==> config.mk <==
export PLATFORM = sky130hd
export DESIGN_NAME = alu_multicycle_flat
export DESIGN_NICKNAME = d
export VERILOG_FILES = /design/src/rtl/alu_multicycle_if.sv /design/src/rtl/alu_multicycle.sv /design/src/flat_wrapper.sv
export SDC_FILE = /design/constraint.sdc
export NUM_CORES = 1
export LEC_CHECK = 0
export CORE_ASPECT_RATIO = 0.7
export CORE_MARGIN = 8
export CORE_UTILIZATION = 59
export DETAILED_ROUTE_END_ITERATION = 8
export MAX_ROUTING_LAYER = met4
export PLACE_DENSITY_LB_ADDON = 0.3
export SETUP_SLACK_MARGIN = 0.4
export SLEW_MARGIN = 20
export SYNTH_ARGS = -nofsm -noshare
export SYNTH_HDL_FRONTEND = slang
export SYNTH_SLANG_ARGS = --single-unit
==> constraint.sdc <==
create_clock -name clk -period 5.24 [get_ports clk]
set_input_delay 0.786 -clock clk [delete_from_list [all_inputs] [get_ports clk]]
set_output_delay 0.786 -clock clk [all_outputs]
set_load 0.1 [all_outputs]
==> src/rtl/alu_multicycle_if.sv <==
// Request/response bundle for alu_multicycle: operands and opcode in,
// handshake, result and flags out.
interface alu_multicycle_if #(
    parameter int WIDTH = 32
);
    logic             start;
    logic [2:0]       op;
    logic [WIDTH-1:0] a;
    logic [WIDTH-1:0] b;
    logic             busy;
    logic             done;
    logic [WIDTH-1:0] result;
    logic [WIDTH-1:0] result_hi;
    logic             co;
    logic             ovf;
    logic             zero;

    modport master (
        output start, op, a, b,
        input  busy, done, result, result_hi, co, ovf, zero
    );

    modport slave (
        input  start, op, a, b,
        output busy, done, result, result_hi, co, ovf, zero
    );
endinterface

==> src/rtl/alu_multicycle.sv <==
// Small ALU: single-cycle logic/arith ops plus an unsigned shift-add multiply
// that iterates one multiplier bit per clock. Result and flags hold between done pulses.
module alu_multicycle #(
    parameter int WIDTH = 32
) (
    input  logic             clk,
    input  logic             rst,
    alu_multicycle_if.slave  bus
);
    localparam int CNT_W = $clog2(WIDTH);

    typedef enum logic [1:0] {S_IDLE, S_MUL, S_FIN} state_t;
    typedef enum logic [2:0] {
        OP_AND   = 3'b000,
        OP_OR    = 3'b001,
        OP_ADD   = 3'b010,
        OP_RSVD  = 3'b011,
        OP_NOR   = 3'b100,
        OP_MULTU = 3'b101,
        OP_SUB   = 3'b110,
        OP_SLT   = 3'b111
    } op_t;

    state_t             state, state_next;
    logic               accept, is_mul, mul_last;
    logic [CNT_W-1:0]   cnt;
    logic [WIDTH-1:0]   mcand;
    logic [2*WIDTH-1:0] prod, prod_step;
    logic [WIDTH:0]     step_sum, add_sum, sub_sum;
    logic               add_ovf, sub_ovf;
    logic [WIDTH-1:0]   alu_res, result_q, result_hi_q;
    logic               alu_co, alu_ovf, co_q, ovf_q, done_q;

    assign is_mul   = (op_t'(bus.op) == OP_MULTU);
    assign accept   = (state == S_IDLE) && bus.start;
    assign mul_last = (cnt == CNT_W'(WIDTH - 1));

    // NOTE: sequential state uses <= so every flop samples pre-edge values regardless of block order.
    always_ff @(posedge clk) begin
        if (rst) state <= S_IDLE;
        else     state <= state_next;
    end

    // NOTE: default assignment first so no path through the case leaves state_next unassigned (no latch).
    always_comb begin
        state_next = state;
        case (state)
            S_IDLE:  if (bus.start) state_next = is_mul ? S_MUL : S_FIN;
            S_MUL:   if (mul_last)  state_next = S_FIN;
            S_FIN:   state_next = S_IDLE;
            default: state_next = S_IDLE;
        endcase
    end

    always_comb begin
        bus.busy = (state == S_MUL);
    end

    // Single-cycle datapath, evaluated on the live operands at the accepting edge.
    always_comb begin
        add_sum = {1'b0, bus.a} + {1'b0, bus.b};
        sub_sum = {1'b0, bus.a} + {1'b0, ~bus.b} + (WIDTH+1)'(1);
        add_ovf = (bus.a[WIDTH-1] == bus.b[WIDTH-1]) && (add_sum[WIDTH-1] != bus.a[WIDTH-1]);
        sub_ovf = (bus.a[WIDTH-1] != bus.b[WIDTH-1]) && (sub_sum[WIDTH-1] != bus.a[WIDTH-1]);
        alu_res = '0;
        alu_co  = 1'b0;
        alu_ovf = 1'b0;
        case (op_t'(bus.op))
            OP_AND:  alu_res = bus.a & bus.b;
            OP_OR:   alu_res = bus.a | bus.b;
            OP_NOR:  alu_res = ~(bus.a | bus.b);
            OP_ADD: begin
                alu_res = add_sum[WIDTH-1:0];
                alu_co  = add_sum[WIDTH];
                alu_ovf = add_ovf;
            end
            OP_SUB: begin
                alu_res = sub_sum[WIDTH-1:0];
                alu_co  = sub_sum[WIDTH];
                alu_ovf = sub_ovf;
            end
            OP_SLT:  alu_res = WIDTH'(sub_sum[WIDTH-1] ^ sub_ovf);
            default: alu_res = '0;
        endcase
    end

    // prod holds {accumulator, remaining multiplier bits}; each step adds and shifts right.
    always_comb begin
        step_sum  = {1'b0, prod[2*WIDTH-1:WIDTH]} + {1'b0, (prod[0] ? mcand : '0)};
        prod_step = {step_sum, prod[WIDTH-1:1]};
    end

    // NOTE: multiply partials carry no reset; they are always reloaded on accept before being read.
    always_ff @(posedge clk) begin
        if (accept) begin
            prod  <= {{WIDTH{1'b0}}, bus.b};
            mcand <= bus.a;
            cnt   <= '0;
        end else if (state == S_MUL) begin
            prod  <= prod_step;
            cnt   <= cnt + CNT_W'(1);
        end
    end

    always_ff @(posedge clk) begin
        if (rst) begin
            result_q    <= '0;
            result_hi_q <= '0;
            co_q        <= 1'b0;
            ovf_q       <= 1'b0;
            done_q      <= 1'b0;
        end else begin
            done_q <= (state == S_FIN);
            if (accept && !is_mul) begin
                result_q    <= alu_res;
                result_hi_q <= '0;
                co_q        <= alu_co;
                ovf_q       <= alu_ovf;
            end else if ((state == S_MUL) && mul_last) begin
                {result_hi_q, result_q} <= prod_step;
                co_q                    <= 1'b0;
                ovf_q                   <= 1'b0;
            end
        end
    end

    assign bus.done      = done_q;
    assign bus.result    = result_q;
    assign bus.result_hi = result_hi_q;
    assign bus.co        = co_q;
    assign bus.ovf       = ovf_q;
    assign bus.zero      = (result_q == '0);
endmodule

==> src/flat_wrapper.sv <==
// flat-port wrapper written by rule: the top's interface ports become plain ports
module alu_multicycle_flat 
#(
    parameter int WIDTH = 32
)
  (clk, rst, bus_start, bus_op, bus_a, bus_b, bus_busy, bus_done, bus_result, bus_result_hi, bus_co, bus_ovf, bus_zero);
  alu_multicycle_if #(.WIDTH(WIDTH)) bus_i ();
  input  logic clk;
  input  logic rst;
  input wire logic [$bits(bus_i.start)-1:0] bus_start;
  input wire logic [$bits(bus_i.op)-1:0] bus_op;
  input wire logic [$bits(bus_i.a)-1:0] bus_a;
  input wire logic [$bits(bus_i.b)-1:0] bus_b;
  output wire logic [$bits(bus_i.busy)-1:0] bus_busy;
  output wire logic [$bits(bus_i.done)-1:0] bus_done;
  output wire logic [$bits(bus_i.result)-1:0] bus_result;
  output wire logic [$bits(bus_i.result_hi)-1:0] bus_result_hi;
  output wire logic [$bits(bus_i.co)-1:0] bus_co;
  output wire logic [$bits(bus_i.ovf)-1:0] bus_ovf;
  output wire logic [$bits(bus_i.zero)-1:0] bus_zero;
  assign bus_i.start = bus_start;
  assign bus_i.op = bus_op;
  assign bus_i.a = bus_a;
  assign bus_i.b = bus_b;
  assign bus_busy = bus_i.busy;
  assign bus_done = bus_i.done;
  assign bus_result = bus_i.result;
  assign bus_result_hi = bus_i.result_hi;
  assign bus_co = bus_i.co;
  assign bus_ovf = bus_i.ovf;
  assign bus_zero = bus_i.zero;
  alu_multicycle #(.WIDTH(WIDTH)) u_core (.clk(clk), .rst(rst), .bus(bus_i));
endmodule
==> reports/qor.yml, run 1 <==
multi_input_area_sq_mm: 0.00853
setup_ws_ns: 0.531
required_ns: 5.56
seqCellArea_sq_mm: 0.00404
max_cap_violations: 0
hold_class: "flip-flop to flip-flop"
tightest_slew_ns: 1.14
reg2reg_to: "u_core.bus.result_hi[29]"
min_path_cells: 2
cellPowerDensity_mw_per_mm2: 261
grt.total_usage: 0.341
final_cells: 2068
grt_pass1_wl_um: 72500
cts.sink_count: 170
vias: 13600
period_share: 0.899
dieArea_sq_mm: 0.0277
dr.pass1.iters: 6
cts_tree: "built"
final_max_slew_viol_count: 0
finalWeightedCongestion: 0.978
path_clk_slew_ns: 0.07
clockRootBuffer: "clkbuf_16"
postRouteAntennaNets: 0
grt_start_max_net_pins: 81
critical_path.max_stage_delay_ns: 0.56
initialDrtViolationCount: 1610
cp_max_fo: 2
hold_start: "u_core.bus.result_hi[9]"
pin_count: 139
fillers: 1820
syn_inst: 1641
critPathCaptureType: "flip-flop"
place_hpwl_um: 34600
peakVddDrop_uv: 251
rsz0062_at_grt: "false"
fp.dieH_um: 142
r2r_start: "u_core.prod[0]"
synth_area_sq_mm: 0.0133
p_leak_uw: 0.00652
start_util: 0.594
grt_pass1_vias: 12600
antenna_found_initial: 0
cp_common_cell: "a21oi_1"
crit_type: "primary input to flip-flop"
rows: 46
numCtsBuffers: 17
cts_max_level: 4
timing.fmax_mhz: 212
final_hold_viol_count: 0
critPathBufInv: 2
critPathLaunchType: "primary input"
final_area_sq_mm: 0.0158
synth_warnings: 0
async_reset_ff_frac: 0
crit_family: "compound AO/OA/AOI/OAI gates"
hold_end: "u_core.bus.result_hi[9]"
wl_per_cell_um: 22.9
synth_seq_cells: 170
via_per_inst: 6.55
drcViolationCount: 0
fin_worst_skew_ns: 0.0145
crit_slowest_cell: "or4_4"
final_cell_mix: "nand2_1, a21oi_1, ha_1, clkdlybuf4s50_1, nor2_1"
path_cells: "clkdlybuf4s50_1, inv_1, ha_4, or4_4, a211oi_4, o311ai_4, a2111oi_4, nor2_2, o31ai_4, a21oi_2, o31ai_2, fa_1, mux2i_1, nor2_1, a21oi_1, o22ai_1, a221oi_2, a21oi_1"
setup_tns_ns: 0
synth_edf_count: 64
coreArea_sq_mm: 0.0224
yosysSeqAreaShare: 0.304
dp.cells: 2033
holdWs_ns: 0.454
placed_area_sq_mm: 0.0151
slew_headroom: 0.241
ys_types: 82
dp_slack_ns: -0.0315
avgSynthCellArea_sq_um: 8.10
port_buffers: 138
r2r_slack_ns: 1.01
setup_violations: 0
drive_above_1_share: 0.0798
rr_worst_depth: 13
clock_latency_ns: 0.46
num-nets-final: 1978
clock_path_buffers: 2
period_minus_slack_ns: 4.71
die_w_um: 195
overflow: 0
outcome: "completed"
layout_commonest_cell: "nand2_1"
syn-num-nets: 1853
area_delta_synth_final_pct: 19.1
arrival_ns: 5.03
drt-total-wl_um: 47300
synthFlopType: "dfxtp_1"
## state kept, by name (all words and copies together) (netlist names)
register / flops
u_core.mcand: 32
u_core.bus.result: 32
u_core.bus.done: 1
u_core.bus.ovf: 1
u_core.bus.result_hi: 32
u_core.bus.co: 1
u_core.cnt: 5
u_core.prod: 64
u_core.state: 2
## tightest hold or removal path, delay by kind of cell (launching register included)
| kind | cells | cell delay [ns] |
|---|---|---|
| flip-flops | 1 | 0.31 |
| AND/OR/NAND/NOR | 1 | 0.05 |
| AO/OA/AOI/OAI | 1 | 0.05 |
## Yosys cell counts, types with 6 or more instances
cell | count | share of area
ha_1 | 138 | 0.13
a211o_1 | 9 | 0.0059
o211ai_1 | 10 | 0.0056
nand4_1 | 14 | 0.0066
o221ai_1 | 25 | 0.016
o31ai_1 | 12 | 0.0068
a22o_1 | 12 | 0.0079
buf_1 | 10 | 0.0028
inv_1 | 108 | 0.031
nand2_1 | 156 | 0.044
a2111oi_0 | 7 | 0.0046
a221oi_1 | 22 | 0.014
mux2i_1 | 7 | 0.0053
a211oi_1 | 25 | 0.014
o21bai_1 | 14 | 0.0079
nand3_1 | 38 | 0.014
and2_1 | 41 | 0.019
dfxtp_1 | 106 | 0.16
o22ai_1 | 18 | 0.0085
xor2_1 | 23 | 0.015
a311oi_1 | 6 | 0.0040
clkbuf_1 | 83 | 0.023
nor4_1 | 18 | 0.0085
nor2_1 | 133 | 0.038
or2_2 | 7 | 0.0033
o21ai_0 | 118 | 0.044
a21oi_1 | 148 | 0.056
nand2b_1 | 17 | 0.0080
nor3_1 | 38 | 0.014
xnor2_1 | 42 | 0.028
edfxtp_1 | 64 | 0.14
nor2b_1 | 15 | 0.0071
and3_1 | 21 | 0.0099
a21o_1 | 19 | 0.011
o21a_1 | 9 | 0.0051
a31oi_1 | 20 | 0.0094
## layout make-up
| type | count | area share |
|---|---|---|
| clock buffers | 19 | 0.0287 |
| well taps | 288 | 0.0228 |
| flip-flops and latches | 170 | 0.256 |
| clock inverters | 13 | 0.00648 |
| repair buffers | 208 | 0.121 |
| inverters | 109 | 0.0259 |
| multi-input cells | 1260 | 0.539 |
| diodes | 1 | 0.000158 |
## layer usage
layer	global-route usage	up-vias	part of all wire
met2	0.490	861	0.42
met4	0.109	0	0.034
met3	0.0800	98	0.11
li1	-	6198	-
met1	0.468	6394	0.43
met5	-	-	0
## cell families (layout without fill, tap and decap cells)
| logic type | after synthesis | count (layout) | share of synthesized area |
|---|---|---|---|
| AOI/OAI and AO/OA | 527 | 527 | 0.263 |
| xor gates and xnor gates | 65 | 65 | 0.0428 |
| adders and majority gates | 142 | 142 | 0.136 |
| buffers and inverters | 211 | 349 | 0.0613 |
| DFF | 170 | 170 | 0.304 |
| muxes | 10 | 10 | 0.00951 |
| other | 0 | 1 | 0 |
| and+or+nand+nor | 516 | 516 | 0.184 |
## timing repair
action | CTS | global route
setup endpoints to repair | 0 | 1
hold buffers | 0 | 0
setup buffers | 0 | 2
resized for setup | 0 | 19
## stage by stage
stage / util / total power [uW]
6_report: 0.707 / 4130
5_1_grt: 0.707 / 4280
4_1_cts: 0.701 / 4080
3_5_place_dp: 0.676 / 2840
3_3_place_gp: 0.676 / 2830
2_1_floorplan: - / 2410
## worst max path at each step
stage / start / endpoint / slack (ns) / depth (start not counted)
2_1_floorplan: bus_b[8] / u_core.bus.result[31] / 0.80 / 18
3_3_place_gp: bus_b[8] / u_core.bus.result[31] / 0.12 / 18
3_5_place_dp: bus_b[8] / u_core.bus.result[31] / -0.03 / 18
4_1_cts: bus_b[8] / u_core.bus.result[31] / 0.40 / 18
5_1_grt: bus_b[9] / u_core.bus.result[31] / 0.39 / 18
6_report: bus_a[10] / u_core.bus.result[31] / 0.53 / 18
## power by group
group / internal [uW] / switching (uW) / total, uW
clock network: 647 / 605 / 1250
logic: 456 / 886 / 1340
registers: 1460 / 69.2 / 1530
total: 2570 / 1560 / 4130
Note: power is estimated with default switching activity, not from simulation.
==> inputs of run 2 (changes only) <==
--- a/config.mk
+++ b/config.mk
@@ -7,7 +7,8 @@
 export LEC_CHECK = 0
 export CORE_ASPECT_RATIO = 0.7
 export CORE_MARGIN = 8
-export CORE_UTILIZATION = 59
+export CORE_UTILIZATION = 53
+export CTS_CLUSTER_SIZE = 24
 export DETAILED_ROUTE_END_ITERATION = 8
 export MAX_ROUTING_LAYER = met4
 export PLACE_DENSITY_LB_ADDON = 0.3
==> constraint.sdc (replaced) <==
create_clock -name clk -period 4 [get_ports clk]
set_input_delay 0.6 -clock clk [delete_from_list [all_inputs] [get_ports clk]]
set_output_delay 0.6 -clock clk [all_outputs]
set_load 0.1 [all_outputs]
==> run 2 against run 1 <==
The flow now finishes with violations (setup timing). Power increased by 38%. Final cell count increased by 11%. Clock skew about the same. Hold slack got worse by 0.0035 ns. Via count increased by 5.6%. Wire length increased by 7.8%. Critical path depth unchanged. Flip-flop and latch count unchanged. Die area increased by 10%. Largest power group is now combinational logic.
==> reports/qor.yml, run 2 (synthesized netlist as in run 1, its figures left out) <==
outcome: "complete, but fails checks"
violations: "setup timing"
setup_violations: 2  # +2
largest_reg_flops: 64  # unchanged
place_hpwl_um: 38000  # +9.8%
timing.fmax_mhz: 247
overflow: 0  # unchanged
antenna_found_initial: 1  # +1
hold_class: "primary input to flip-flop"
clockRootBuffer: "clkbuf_16"
port_buffers: 138  # unchanged
finalWeightedCongestion: 0.982  # +0.35%
rows: 48  # +4.3%
clock_latency_ns: 0.45  # about the same
min_path_cells: 2  # unchanged
max_cap_violations: 0  # unchanged
critPathLaunchType: "primary input"
final_max_slew_viol_count: 0  # unchanged
dr.pass1.iters: 5  # -1
initialDrtViolationCount: 1638  # +1.7%
postRouteAntennaNets: 0  # unchanged
numCtsBuffers: 17  # unchanged
num-nets-final: 2165  # +9.5%
area_delta_synth_final_pct: 33.2
final_cell_mix: "buf_4, nand2_1, a21oi_1, nor2_1, ha_1"
crit_type: "primary input to flip-flop"
rsz0062_at_grt: "true"
vias: 14300  # +5.6%
fin_worst_skew_ns: 0.0140  # -0.000466 ns
cp-startpoint: "bus_b[9]"
r2r_start: "u_core.prod[0]"
via_per_inst: 6.25  # -4.7%
required_ns: 4.33  # -1.23 ns
period_minus_slack_ns: 4.05
p_leak_uw: 0.00750  # +15%
layout_commonest_cell: "buf_4"
slew_headroom: 0.317  # +0.0760
cts_hold_repair.buffers: 0  # unchanged
cts_tree: "built"
pin_count: 139  # unchanged
cp_max_fo: 2  # unchanged
tightest_slew_ns: 1.02  # -0.117 ns
start_util: 0.540  # -0.0539
grt_pass1_wl_um: 78000  # +7.5%
peakVddDrop_uv: 327  # +30%
coreArea_sq_mm: 0.0246  # +10%
fp.dieH_um: 148  # +4.9%
largest-register: "u_core.prod"
die_w_um: 205  # +5.1%
drcViolationCount: 0  # unchanged
grt.total_usage: 0.333  # -0.00781
cp-endpoint: "u_core.bus.result[31]"
final_util: 0.719  # +0.0122
final_hold_viol_count: 0  # unchanged
cts.sink_count: 170  # unchanged
cts_max_level: 4  # unchanged
critPathCaptureType: "flip-flop"
cellPowerDensity_mw_per_mm2: 322  # +23%
rr_worst_depth: 10  # -3
arrival_ns: 4.38  # -0.65 ns
grt_pass1_vias: 13600  # +8.2%
setup_ws_ns: -0.0490  # -0.580 ns
setup_tns_ns: -0.0511  # -0.0511 ns
r2r_slack_ns: 0.50  # -0.51 ns
path_clk_slew_ns: 0.07  # about the same
period_share: 1.01
wl_per_cell_um: 22.3  # -2.7%
drive_above_1_share: 0.215  # +0.135
clock_path_buffers: 2  # unchanged
reg2reg_to: "u_core.bus.result_hi[23]"
holdWs_ns: 0.450  # -0.00346 ns
drt-total-wl_um: 51000  # +7.8%
grt_start_max_net_pins: 81  # unchanged
dieArea_sq_mm: 0.0305  # +10%
## run 2: per-layer routing
layer,wire length (um),GRT usage
met1,22600,0.460
met2,22000,0.490
met3,5040,0.0654
met4,1330,0.0938
met5,0,-
## run 2: area by class of cell
cell class	count	area (sq um)
Multi-Input combinational cell	1260	8900
Fill cell	1942	6920
Sequential cell	170	4040
Timing Repair Buffer	395	3330
Inverter	109	444
Clock buffer	17	425
Tap cell	325	407
Clock inverter	15	146
Antenna cell	1	2.50
## run 2: timing repair
action	4_1_cts	5_1_grt
buffers inserted	24	4
gates resized for setup	106	88
pin swaps	32	25
setup endpoints to repair	9	26
cloned	0	0
## run 2: through the flow
| step | setup slack [ns] | total power, uW | std cells | instance area, sq um |
|---|---|---|---|---|
| after floorplan | -0.163 | 3160 | 1641 | 13400 |
| after global placement | -0.986 | 3880 | 2231 | 16500 |
| after detailed placement | -1.06 | 3910 | 2231 | 16500 |
| after CTS | -0.00921 | 5610 | 2287 | 17400 |
| after global routing | -0.262 | 5910 | 2292 | 17700 |
| final | -0.0490 | 5700 | 2292 | 17700 |
## run 2: worst min path at each step
| stage | startpoint | endpoint | slack [ns] |
|---|---|---|---|
| global route | bus_a[22] | u_core.mcand[22] | 0.45 |
| CTS | u_core.bus.result_hi[27] | u_core.bus.result_hi[27] | 0.45 |
| finish | bus_a[22] | u_core.mcand[22] | 0.45 |
| floorplan | u_core.prod[43] | u_core.prod[43] | 0.43 |
| global placement | u_core.prod[62] | u_core.prod[62] | 0.44 |
| detailed placement | u_core.bus.result_hi[27] | u_core.bus.result_hi[27] | 0.44 |
## run 2: critical path: stages
cell	delay, ns
buf_6	0.10
inv_4	0.05
ha_4	0.19
or4_4	0.56
a211oi_4	0.36
o311ai_4	0.16
a2111oi_4	0.35
nor2_2	0.10
o31ai_4	0.25
a21oi_2	0.09
o31ai_2	0.32
fa_1	0.45
mux2i_1	0.15
nor2_1	0.06
a21oi_1	0.15
o22ai_1	0.10
a221oi_2	0.24
a21oi_1	0.09
## run 2: where the power goes
group | switching [uW] | internal (uW)
clock network | 843 | 831
logic | 1250 | 772
registers | 88.6 | 1920
